[src/rtl/simple_pipe_pkg.sv]
// Shared definitions for the SIMPLE pipeline stall/flush control and its debug/trace consumers.
package simple_pipe_pkg;

    typedef enum logic [2:0] {
        ST_RUN      = 3'd0,
        ST_MEM_WAIT = 3'd1,
        ST_FLUSH    = 3'd2,
        ST_DRAIN    = 3'd3,
        ST_HALT     = 3'd4
    } pipe_state_e;

    localparam int unsigned DEF_FLUSH_CYCLES = 1;
    localparam int unsigned DEF_DRAIN_CYCLES = 3;
    localparam int unsigned DEF_MEM_TIMEOUT  = 255;
    localparam int unsigned DEF_CNT_W        = 16;

endpackage

[src/rtl/pipe_stall_sequencer_sat_counter.sv]
// Saturating up-counter with synchronous clear; holds at all-ones instead of wrapping.
module sat_counter #(
    parameter int unsigned W = 16
) (
    input  logic         clk,
    input  logic         rst,
    input  logic         en_i,
    input  logic         clear_i,
    output logic [W-1:0] count_o
);

    logic [W-1:0] count_q;
    logic [W-1:0] count_d;

    always_comb begin
        count_d = count_q;
        if (clear_i) begin
            count_d = '0;
        end else if (en_i && (count_q != '1)) begin
            count_d = count_q + W'(1);
        end
    end

    always_ff @(posedge clk or posedge rst) begin
        if (rst) begin
            count_q <= '0;
        end else begin
            count_q <= count_d;
        end
    end

    assign count_o = count_q;

endmodule

[src/rtl/pipe_stall_sequencer.sv]
// Stall/flush scheduler for the 5-stage SIMPLE pipeline: memory freezes, branch flushes,
// halt drain and a saturating stall-cycle counter. Enables are a Mealy function of state and inputs.
module pipe_stall_sequencer
    import simple_pipe_pkg::*;
#(
    parameter int unsigned FLUSH_CYCLES = DEF_FLUSH_CYCLES,
    parameter int unsigned DRAIN_CYCLES = DEF_DRAIN_CYCLES,
    parameter int unsigned MEM_TIMEOUT  = DEF_MEM_TIMEOUT,
    parameter int unsigned CNT_W        = DEF_CNT_W
) (
    input  logic             clk,
    input  logic             rst,
    input  logic             load_use,
    input  logic             branch_taken,
    input  logic             mem_busy,
    input  logic             halt_req,
    input  logic             resume,
    output logic             pc_we,
    output logic             if_id_we,
    output logic             if_id_flush,
    output logic             id_ex_bubble,
    output logic             ex_mem_we,
    output logic             mem_wb_we,
    output logic             halted,
    output logic             mem_fault,
    output logic [2:0]       state,
    output logic [CNT_W-1:0] stall_cycles
);

    localparam logic [2:0] FLUSH_LOAD = 3'(FLUSH_CYCLES - 1);
    localparam logic [2:0] DRAIN_LOAD = 3'(DRAIN_CYCLES);
    localparam logic [8:0] TMO_LIMIT  = 9'(MEM_TIMEOUT);

    pipe_state_e state_q, state_d;
    logic [2:0]  cnt_q, cnt_d;     // flush and drain never overlap, so they share one counter
    logic [7:0]  tmo_q, tmo_d;
    logic        fault_q, fault_d;
    logic        freeze;
    logic [8:0]  tmo_inc;

    assign tmo_inc = {1'b0, tmo_q} + 9'd1;

    always_comb begin
        state_d      = state_q;
        cnt_d        = cnt_q;
        tmo_d        = tmo_q;
        fault_d      = fault_q;
        freeze       = 1'b0;
        pc_we        = 1'b1;
        if_id_we     = 1'b1;
        if_id_flush  = 1'b0;
        id_ex_bubble = 1'b0;
        ex_mem_we    = 1'b1;
        mem_wb_we    = 1'b1;
        halted       = 1'b0;

        case (state_q)
            ST_RUN: begin
                if (mem_busy) begin
                    freeze  = 1'b1;
                    tmo_d   = 8'd1;
                    state_d = ST_MEM_WAIT;
                end else if (branch_taken) begin
                    if_id_flush  = 1'b1;
                    id_ex_bubble = 1'b1;
                    if (FLUSH_CYCLES > 1) begin
                        cnt_d   = FLUSH_LOAD;
                        state_d = ST_FLUSH;
                    end
                end else if (load_use) begin
                    pc_we        = 1'b0;
                    if_id_we     = 1'b0;
                    id_ex_bubble = 1'b1;
                end else if (halt_req) begin
                    pc_we       = 1'b0;
                    if_id_flush = 1'b1;
                    cnt_d       = DRAIN_LOAD;
                    state_d     = ST_DRAIN;
                end
            end
            ST_MEM_WAIT: begin
                // Other requests wait: the held pipeline re-presents them in RUN.
                freeze = 1'b1;
                if (!mem_busy) begin
                    tmo_d   = 8'd0;
                    state_d = ST_RUN;
                end else begin
                    tmo_d = tmo_inc[7:0];
                    if (tmo_inc >= TMO_LIMIT) begin
                        fault_d = 1'b1;
                        state_d = ST_HALT;
                    end
                end
            end
            ST_FLUSH, ST_DRAIN: begin
                if (mem_busy) begin
                    freeze = 1'b1;
                end else begin
                    pc_we        = 1'b0;
                    if_id_flush  = 1'b1;
                    id_ex_bubble = 1'b1;
                    if (cnt_q <= 3'd1) begin
                        cnt_d   = 3'd0;
                        state_d = (state_q == ST_FLUSH) ? ST_RUN : ST_HALT;
                    end else begin
                        cnt_d = cnt_q - 3'd1;
                    end
                end
            end
            ST_HALT: begin
                freeze = 1'b1;
                halted = 1'b1;
                if (resume) begin
                    fault_d = 1'b0;
                    state_d = ST_RUN;
                end
            end
            default: begin
                freeze  = 1'b1;
                cnt_d   = 3'd0;
                tmo_d   = 8'd0;
                state_d = ST_RUN;
            end
        endcase

        if (freeze) begin
            pc_we        = 1'b0;
            if_id_we     = 1'b0;
            if_id_flush  = 1'b0;
            id_ex_bubble = 1'b0;
            ex_mem_we    = 1'b0;
            mem_wb_we    = 1'b0;
        end
    end

    always_ff @(posedge clk or posedge rst) begin
        if (rst) begin
            state_q <= ST_RUN;
            cnt_q   <= 3'd0;
            tmo_q   <= 8'd0;
            fault_q <= 1'b0;
        end else begin
            state_q <= state_d;
            cnt_q   <= cnt_d;
            tmo_q   <= tmo_d;
            fault_q <= fault_d;
        end
    end

    sat_counter #(
        .W (CNT_W)
    ) u_stall_cnt (
        .clk     (clk),
        .rst     (rst),
        .en_i    (!pc_we && (state_q != ST_HALT)),
        .clear_i (1'b0),
        .count_o (stall_cycles)
    );

    assign mem_fault = fault_q;
    assign state     = state_q;

endmodule

[config.mk]
export PLATFORM = sky130hd
export DESIGN_NAME = pipe_stall_sequencer
export DESIGN_NICKNAME = d
export VERILOG_FILES = /design/src/rtl/simple_pipe_pkg.sv /design/src/rtl/pipe_stall_sequencer_sat_counter.sv /design/src/rtl/pipe_stall_sequencer.sv
export SDC_FILE = /design/constraint.sdc
export NUM_CORES = 1
export LEC_CHECK = 0
export CORE_ASPECT_RATIO = 1.2
export CORE_MARGIN = 1
export CORE_UTILIZATION = 35
export CTS_BUF_LIST = sky130_fd_sc_hd__clkbuf_16
export CTS_CLUSTER_SIZE = 30
export DETAILED_ROUTE_END_ITERATION = 8
export PLACE_DENSITY = 0.58
export SYNTH_ARGS = -nofsm -noshare
export SYNTH_HDL_FRONTEND = slang
export SYNTH_SLANG_ARGS = --single-unit
[constraint.sdc]
create_clock -name clk -period 4 [get_ports clk]
set_clock_uncertainty 0.2 [all_clocks]
set_input_delay 0.8 -clock clk [delete_from_list [all_inputs] [get_ports clk]]
set_output_delay 0.8 -clock clk [all_outputs]
set_load 0.02 [all_outputs]
* Word-level counts from Yosys, hierarchy flattened
Cells that the tools add are included.
** Storage, ports and cells
- Input bits :: 7
- Register bits after elaboration :: 31
- Output and inout port bits :: 27
- Logic and storage cells :: 94
** Operators by class
- Reductions and logical operators :: 13
- Order comparisons :: 2
- Add/sub/neg operators :: 3
- Multiplexer cells :: 49
- Equality and inequality tests :: 20
- Bitwise logic cells :: 2
** Operators by type and width (number)
- $mux 3 :: 13
- $mux 1 :: 27
- $pmux 8 s3 :: 1
- $ne 2x2->1 const B :: 10
- $add 16x1->16 const B :: 1
- $mux 8 :: 2
- $ne 16x16->1 const B :: 1
- $ne 3x3->1 const B :: 5
- $pmux 3 s4 :: 1
- $add 8x1->9 const B :: 1
- $ge 9x8->1 const B :: 1
- $pmux 3 s3 :: 1
- $pmux 1 s2 :: 4
- $reduce_and 7->1 :: 1
- $eq 3x2->1 const B :: 2
- $reduce_and 6->1 :: 1
- $reduce_or 3->1 :: 2
- $reduce_and 4->1 :: 1
- $reduce_or 2->1 :: 2
- $eq 3x1->1 const B :: 1
- $eq 3x3->1 const B :: 1
- $le 3x1->1 const B :: 1
- $logic_not 3->1 :: 1
- $sub 3x1->3 const B :: 1
- other kinds (5) :: 7

* Longest topological paths before layout
Gate-level depths: netlist of run 1.
- Depth after elaboration :: 9
- Mapped depth :: 7
- Gate-level depth less buffers :: 7

* Cells and area by module
A second synthesis of run 1 with hierarchy kept.
** Unflattened totals
- Cell total of the unflattened synthesis :: 242
- Area total of the unflattened synthesis :: 2067.0 sq um
** Modules (own cells, without submodules)
- pipe_stall_sequencer :: area each 1144.8 sq um, times used 1, seq. area each 375.4 sq um, cells an instance 141
- sat_counter :: area each 922.1 sq um, times used 1, seq. area each 400.4 sq um, cells an instance 101

* Least setup slack after synthesis of run 1
Ideal clock, no wire load.
- Kind :: input-to-output
- Start point :: input port mem_busy
- End point :: output port if_id_we
- Data required time :: 3000 ps
- Slack :: 1241 ps
- Buffers on the path :: 0
- Stages :: 2
- Data arrival time :: 1759 ps
- Path through :: nor3_1 -> o31a_1
** Between the ends
- Cells in the longest elaborated chain, start to end :: 3
- Elaborated cells between the ends (all ways) :: 5
- Those cells by class :: mux (5)
** Ends and longest elaborated chain
- start: declaration :: line pipe_stall_sequencer.sv:15 : input logic mem_busy,
- $mux 1, on equally long branches :: line pipe_stall_sequencer.sv:59, pipe_stall_sequencer.sv:96
- $mux 1, on equally long branches
- $mux 1 * :: line pipe_stall_sequencer.sv:126 : if (freeze) begin
- end: declaration :: line pipe_stall_sequencer.sv:19 : output logic if_id_we,
Mark *: on every way between the ends. The rest lies on a longest branch, timed or not.

* Final worst setup path of run 1
- Start point :: input port mem_busy
- End point :: output port pc_we
** Between the ends
- Cells in the longest elaborated chain, start to end :: 3
- Elaborated cells between the ends (all ways) :: 5
- Those cells by class :: mux (5)
** Ends and longest elaborated chain
- $mux 1, on equally long branches :: line pipe_stall_sequencer.sv:59, pipe_stall_sequencer.sv:96
- $pmux 1 s2 or $mux 1 (tied branches)
- $mux 1 * :: line pipe_stall_sequencer.sv:126
- end: declaration :: line pipe_stall_sequencer.sv:18 : output logic pc_we,
Marked as above.

==> results.md, run 1 <==
- Pins over their slew limit: 0
- GR met3 Demand/Resource: 0.0444
- R2R depth: 5
- Largest net degree at the start of global routing: 32
- Diodes inserted: 0
- Classification of the worst setup path: primary input to primary output
- GR Layer Usage met2: 0.275
- Vias in the first global route: 1451
- Height of the die: 81.5 microns
- H-tree Lvls: 2
- Maximum capacitance violations: 0
- Hold-critical path depth: 1
- Area of the core: 5010 sq um
- WP depth: 4
- Starting DRT DRC Count: 81
- Pre-CTS setup slack: 405 ps
- Crit path required time: 3000 ps
- Resized Gates After CTS: 0
- Total GRT Usage: 0.166
- Crit path max-delay family: buffers and inverters
- Syn Inst Count: 199
- Run status: complete, no violations
- Main combinational cell family by area after synthesis: simple AND/OR/NAND/NOR gates
- IO Count: 34
- Static leakage: 0.956 nW
- Detailed Routing Iterations Pass 1: 4
- Sink Count: 31
- Reg2Reg Capture Point: state[1]
- Xor-xnor portion of the synthesized cell area: 0.0855
- R2r setup slk: 1830 ps
- Synth Area in Simple Gates: 0.222
- Setup WS post-layout: 423 ps
- RSZ-0062 raised after global routing: false
- Layout cells sized above 1: 0.0805
- Grt ovf: 0
- Total Wirelength: 4060 microns
- HP Class: register to register
- Initial antenna violation count: 0
- Post-route ant nets: 0
- Post-synth EDFFs: 0
- Via density: 5.22
- Placer Congestion: 0.772
- Max-slew headroom: 0.395
- Sequential-to-total area share from yosys stat: 0.421
- Worst setup path start: mem_busy
- Post-CTS Setup Bufs: 0
- CP max stage delay: 610 ps
- Final net count: 247
- IO Port Bufs: 33
- Post-synthesis compound-gate area fraction: 0.182
- Clk pin slew, worst setup/hold paths: 50 ps
- Clk_lat worst skew: 270 ps
- Post-synthesis cell area: 1840 sq um
- Crit path capture type: primary output
- DIE AREA: 5560 sq um
- CTS Buf Count: 5
- Worst path slowest cell: clkdlybuf4s50_1
- Async S/R FF share, synth: 1.00
- Max clock buf depth: 2
- Final Cycle Share: 0.894
- PD cells: 744 nW/um^2
- DIE WIDTH: 68.3 microns
- Syn avg cell area: 9.27 sq um
- CTS tree: built
- Post-synthesis adder-cell area fraction: 0.0339
- Drt wl/cell: 13.7 microns
- Area delta synth->final: 29.4%
- Total negative slack: 0 ps
- Net count after synthesis: 211
- GR peak layer: met2
- # hold bufs at CTS: 0
- Slew @ Worst Pin: 900 ps
- Starting Density: 0.368
- Crit-path max FO: 7
- Hold EP: u_stall_cnt.count_o[15]
- Synthesized flop and latch total: 31
- Dominant synthesized flop cell: dfrtp_1
- Endpoints failing setup: 0
- Root Driver: clkbuf_16
- # rows: 28
- Final hold vios: 0
- Final min period: 3580 ps
- Final HPWL DP: 2910 microns
- Hold_sp: u_stall_cnt.count_o[15]
- Ys Warns: 0
- Buffers and inverters on the worst path: 2
- Synth unique cells: 48
- Via count: 1544
- Finished Core Util: 0.477
- Global-route wire length before repair: 6890 microns
- Peak supply drop: 0.412 mV
- Startpoint types: primary input
- FF-to-FF Start: state[1]
- Min Hold Slack: 289 ps
- DRC violation count after routing: 0
- Cell area after placement: 2220 sq um
- Multiplexer share of the synthesized area: 0.0109
- Crit-path cells: clkdlybuf4s50_1 -> or4_4 -> nor2_1 -> clkdlybuf4s50_1
- Fmax: 0.280 GHz
- Crit path arrival time: 2580 ps
- GR Util met1: 0.205
- Most used cell, CP: clkdlybuf4s50_1
- Post-route cell area: 2390 sq um
cell usage after synthesis (all sizes together), types with 3 or more instances:
| cell | n | area [sq um] |
|---|---|---|
| o21a | 3 | 22.5 |
| buf | 5 | 33.8 |
| or3 | 6 | 37.5 |
| xnor2 | 8 | 70.1 |
| a22o | 4 | 35.0 |
| nor3 | 6 | 35.0 |
| a211oi | 3 | 32.5 |
| dfrtp | 31 | 776 |
| inv | 13 | 48.8 |
| nand3 | 7 | 40.0 |
| nand2b | 4 | 25.0 |
| ha | 5 | 62.6 |
| nor2b | 3 | 18.8 |
| nand4 | 7 | 43.8 |
| o22ai | 3 | 18.8 |
| o21ai | 11 | 55.1 |
| nand2 | 15 | 56.3 |
| a21oi | 4 | 23.8 |
| o31ai | 3 | 22.5 |
| xor2 | 10 | 87.6 |
| nor2 | 26 | 97.6 |
worst max path at each step:
stage,endpoint
4_1_cts,pc_we
2_1_floorplan,if_id_we
3_3_place_gp,pc_we
6_report,pc_we
5_1_grt,pc_we
3_5_place_dp,pc_we
metal layers:
metal | vias to the layer above | routed length [microns]
li1 | 778 | -
met1 | 735 | 1830
met2 | 25 | 2010
met3 | 6 | 163
met4 | 0 | 59
met5 | - | 0
registers in the layout (all words and copies together) (netlist names):
register / cells
u_stall_cnt.count_o: 16
tmo_q: 8
cnt_q: 3
state: 3
mem_fault: 1
metrics by stage:
step | std cells | power (mW)
final | 296 | 1.78
after detailed placement | 288 | 1.36
after floorplan | 199 | 1.07
after global placement | 288 | 1.36
after global routing | 296 | 1.91
after CTS | 296 | 1.80
cell families after synthesis:
family / count (synthesis)
fa+ha+maj: 5
buf+inv: 18
compound gates: 44
flops: 31
xor+xnor: 18
simple gates: 81
mux: 2
power by group:
part	switching [mW]	internal [mW]
clock	0.135	0.290
sequential	0.156	0.411
combinational	0.417	0.366
placed cells by master (no fill, tap or decap), drive strengths merged, types with 2 or more instances in the layout:
| cell type | instances |
|---|---|
| nand4 | 7 |
| xnor2 | 8 |
| o21ai | 11 |
| clkbuf | 5 |
| xor2 | 10 |
| a211o | 2 |
| clkdlybuf4s50 | 33 |
| o22ai | 3 |
| a21oi | 4 |
| or3 | 6 |
| o21a | 3 |
| nand2b | 4 |
| nand3 | 7 |
| a211oi | 3 |
| nor2 | 26 |
| ha | 5 |
| nor2b | 3 |
| inv | 13 |
| nor3 | 6 |
| a22o | 4 |
| nand2 | 15 |
| o41ai | 2 |
| clkinv | 2 |
| o31ai | 3 |
| mux2i | 2 |
| dfrtp | 31 |
worst reg2reg max path, stage by stage, from the launching register on:
cell,delay [ps]
dfrtp_1,570
or4_4,640
o32ai_2,190
a211oi_1,90
a21oi_2,210
mux2i_1,200
layout make-up:
cell class,instances,area [sq um]
clock buffer,5,125
clock inverter,3,38.8
fill,479,2620
inverter,13,48.8
multi-input combinational,150,986
sequential,31,776
tap,60,75.1
timing repair buffer,34,338
(Power assumes the default switching activity.)
==> run 2, diff against run 1 <==
--- a/config.mk
+++ b/config.mk
@@ -7,2 +7,4 @@
 export LEC_CHECK = 0
+export CELL_PAD_IN_SITES_DETAIL_PLACEMENT = 1
+export CELL_PAD_IN_SITES_GLOBAL_PLACEMENT = 1
 export CORE_ASPECT_RATIO = 1.2
@@ -13,3 +15,3 @@
 export DETAILED_ROUTE_END_ITERATION = 8
-export PLACE_DENSITY = 0.58
+export PLACE_DENSITY = 0.73
 export SYNTH_ARGS = -nofsm -noshare
==> constraint.sdc (replaced) <==
create_clock -name clk -period 4 [get_ports clk]
set_clock_uncertainty 0.2 [all_clocks]
set_input_delay 0.4 -clock clk [delete_from_list [all_inputs] [get_ports clk]]
set_output_delay 0.4 -clock clk [all_outputs]
set_load 0.02 [all_outputs]
==> run 2 against run 1 <==
  * Final cell count did not move
  * Combinational power rose by 2.8%
  * Global-route usage rose by 2.5 points
  * Design area did not move
  * Die area did not move
  * Maximum frequency rose by 28%
  * Non-clock buffer count did not move
  * Count of clock-buffer cells in the layout did not move
  * Hold slack improved by 13 ps
  * Routed wire length rose by 15%
  * Utilization did not move
  * Power rose by 1.4%
  * Critical path type is now register to primary output
==> results.md, run 2 (synthesis results as in run 1) <==
- Run status: complete, no violations (unchanged)
- Area of the core: 5010 sq um (unchanged)
- IO Port Bufs: 33 (unchanged)
- Multi-input gate area: 986 sq um (unchanged)
- Final min period: 2800 ps (was 3580 ps)
- Vias in the first global route: 1594 (was 1451)
- Final net count: 247 (unchanged)
- Sink Count: 31 (unchanged)
- Static leakage: 0.956 nW (unchanged)
- Global-route wire length before repair: 7720 microns (was 6890 microns)
- Endpoints failing setup: 0 (unchanged)
- Largest net degree at the start of global routing: 32 (unchanged)
- Min Hold Slack: 302 ps (was 289 ps)
- IO Count: 34 (unchanged)
- Commonest non-fill, non-tap cell in the layout: clkdlybuf4s50_1 (unchanged)
- Startpoint types: register (was primary input)
- Final hold vios: 0 (unchanged)
- Diodes inserted: 0 (unchanged)
- Maximum capacitance violations: 0 (unchanged)
- Fmax: 0.357 GHz (was 0.280 GHz)
- Classification of the worst setup path: register to primary output (was primary input to primary output)
- RSZ-0062 raised after global routing: false (unchanged)
- Resized Gates After CTS: 0 (unchanged)
- Grt ovf: 0 (unchanged)
- Initial antenna violation count: 0 (unchanged)
- DIE WIDTH: 68.3 microns (unchanged)
- Via count: 1607 (was 1544)
- CTS Buf Count: 5 (unchanged)
- CTS tree: built (unchanged)
- Clk pin slew, worst setup/hold paths: 50 ps (about the same)
- Crit path arrival time: 2200 ps (was 2580 ps)
- Total GRT Usage: 0.191 (was 0.166)
- Detailed Routing Iterations Pass 1: 4 (unchanged)
- Height of the die: 81.5 microns (unchanged)
- Final Cycle Share: 0.701 (was 0.894)
- DRC violation count after routing: 0 (unchanged)
- HP Class: register to register (unchanged)
- # rows: 28 (unchanged)
- Dpl cells: 288 (unchanged)
- # hold bufs at CTS: 0 (unchanged)
- Peak supply drop: 0.358 mV (was 0.412 mV)
- Starting Density: 0.368 (unchanged)
- Area delta synth->final: 29.4% (unchanged)
- Finished Core Util: 0.477 (unchanged)
- PD cells: 754 nW/um^2 (was 744 nW/um^2)
- Register area: 776 sq um (unchanged)
- Starting DRT DRC Count: 33 (was 81)
- Placer Congestion: 0.726 (was 0.772)
- Layout cells sized above 1: 0.0805 (unchanged)
- DIE AREA: 5560 sq um (unchanged)
- Final HPWL DP: 3480 microns (was 2910 microns)
- Crit-path max FO: 17 (was 7)
- Total power: 1.80 mW (was 1.78 mW)
- Commonest cells after routing, fill and taps aside: clkdlybuf4s50_1, dfrtp_1, nor2_1 (unchanged)
- Root Driver: clkbuf_16 (unchanged)
- Post-route ant nets: 0 (unchanged)
- Max clock buf depth: 2 (unchanged)
- Max-slew headroom: 0.350 (was 0.395)
- Drt wl/cell: 15.8 microns (was 13.7 microns)
- Clk_lat worst skew: 280 ps (was 270 ps)
- Total negative slack: 0 ps (unchanged)
- Post-CTS Setup Bufs: 0 (unchanged)
- Post-Layout Cell Count: 296 (unchanged)
- Crit path required time: 3400 ps (was 3000 ps)
- Number of fill cells in the layout: 592 (was 479)
- H-tree Lvls: 2 (unchanged)
- Slew @ Worst Pin: 967 ps (was 900 ps)
- Via density: 5.43 (was 5.22)
- Crit path capture type: primary output (unchanged)
- Total Wirelength: 4670 microns (was 4060 microns)
- Max reg flops: 16 (unchanged)
- Pins over their slew limit: 0 (unchanged)
-- run 2: cell counts in the layout (fill, tap and decap cells not counted) --
Identical to the previous run, type by type.
-- run 2: through the flow --
| step | setup WS, ps | cell area [sq um] |
|---|---|---|
| global route | 1080 | 2390 |
| CTS | 1170 | 2390 |
| detailed placement | 1230 | 2220 |
| finish | 1200 | 2390 |
| global placement | 1240 | 2220 |
| floorplan | 1640 | 1840 |
-- run 2: area by class of cell --
class | instances | area share
Multi-Input combinational cell | 150 | 0.413
Sequential cell | 31 | 0.325
Timing Repair Buffer | 34 | 0.142
Clock buffer | 5 | 0.0524
Tap cell | 60 | 0.0314
Inverter | 13 | 0.0204
Clock inverter | 3 | 0.0162
-- run 2: power by group --
| group | internal [mW] | switching, mW |
|---|---|---|
| clock network | 0.290 | 0.133 |
| registers | 0.411 | 0.160 |
| logic | 0.368 | 0.438 |
| total | 1.07 | 0.731 |
-- run 2: path summary, 6_finish.rpt --
path	slack, ps	from	endpoint	cells after the start
max	1200	state[1]	pc_we	3
min	300	u_stall_cnt.count_o[15]	u_stall_cnt.count_o[15]	1
max reg2reg	1750	state[1]	state[0]	5
min reg2reg	300	u_stall_cnt.count_o[15]	u_stall_cnt.count_o[15]	1
max in group asynchronous	3000	rst	u_stall_cnt.count_o[12]	3
min in group asynchronous	310	rst	u_stall_cnt.count_o[5]	3
-- run 2: per-layer routing --
| layer | wire, microns | global-route usage |
|---|---|---|
| met5 | 0 | 0 |
| met4 | 110 | 0.0938 |
| met3 | 111 | 0.0375 |
| met2 | 2510 | 0.341 |
| met1 | 1940 | 0.211 |
-- run 2: critical path: stages (launching register included) --
cell and delay [ps]:
dfrtp_1 570, or4_4 640, nor2_1 110, clkdlybuf4s50_1 610
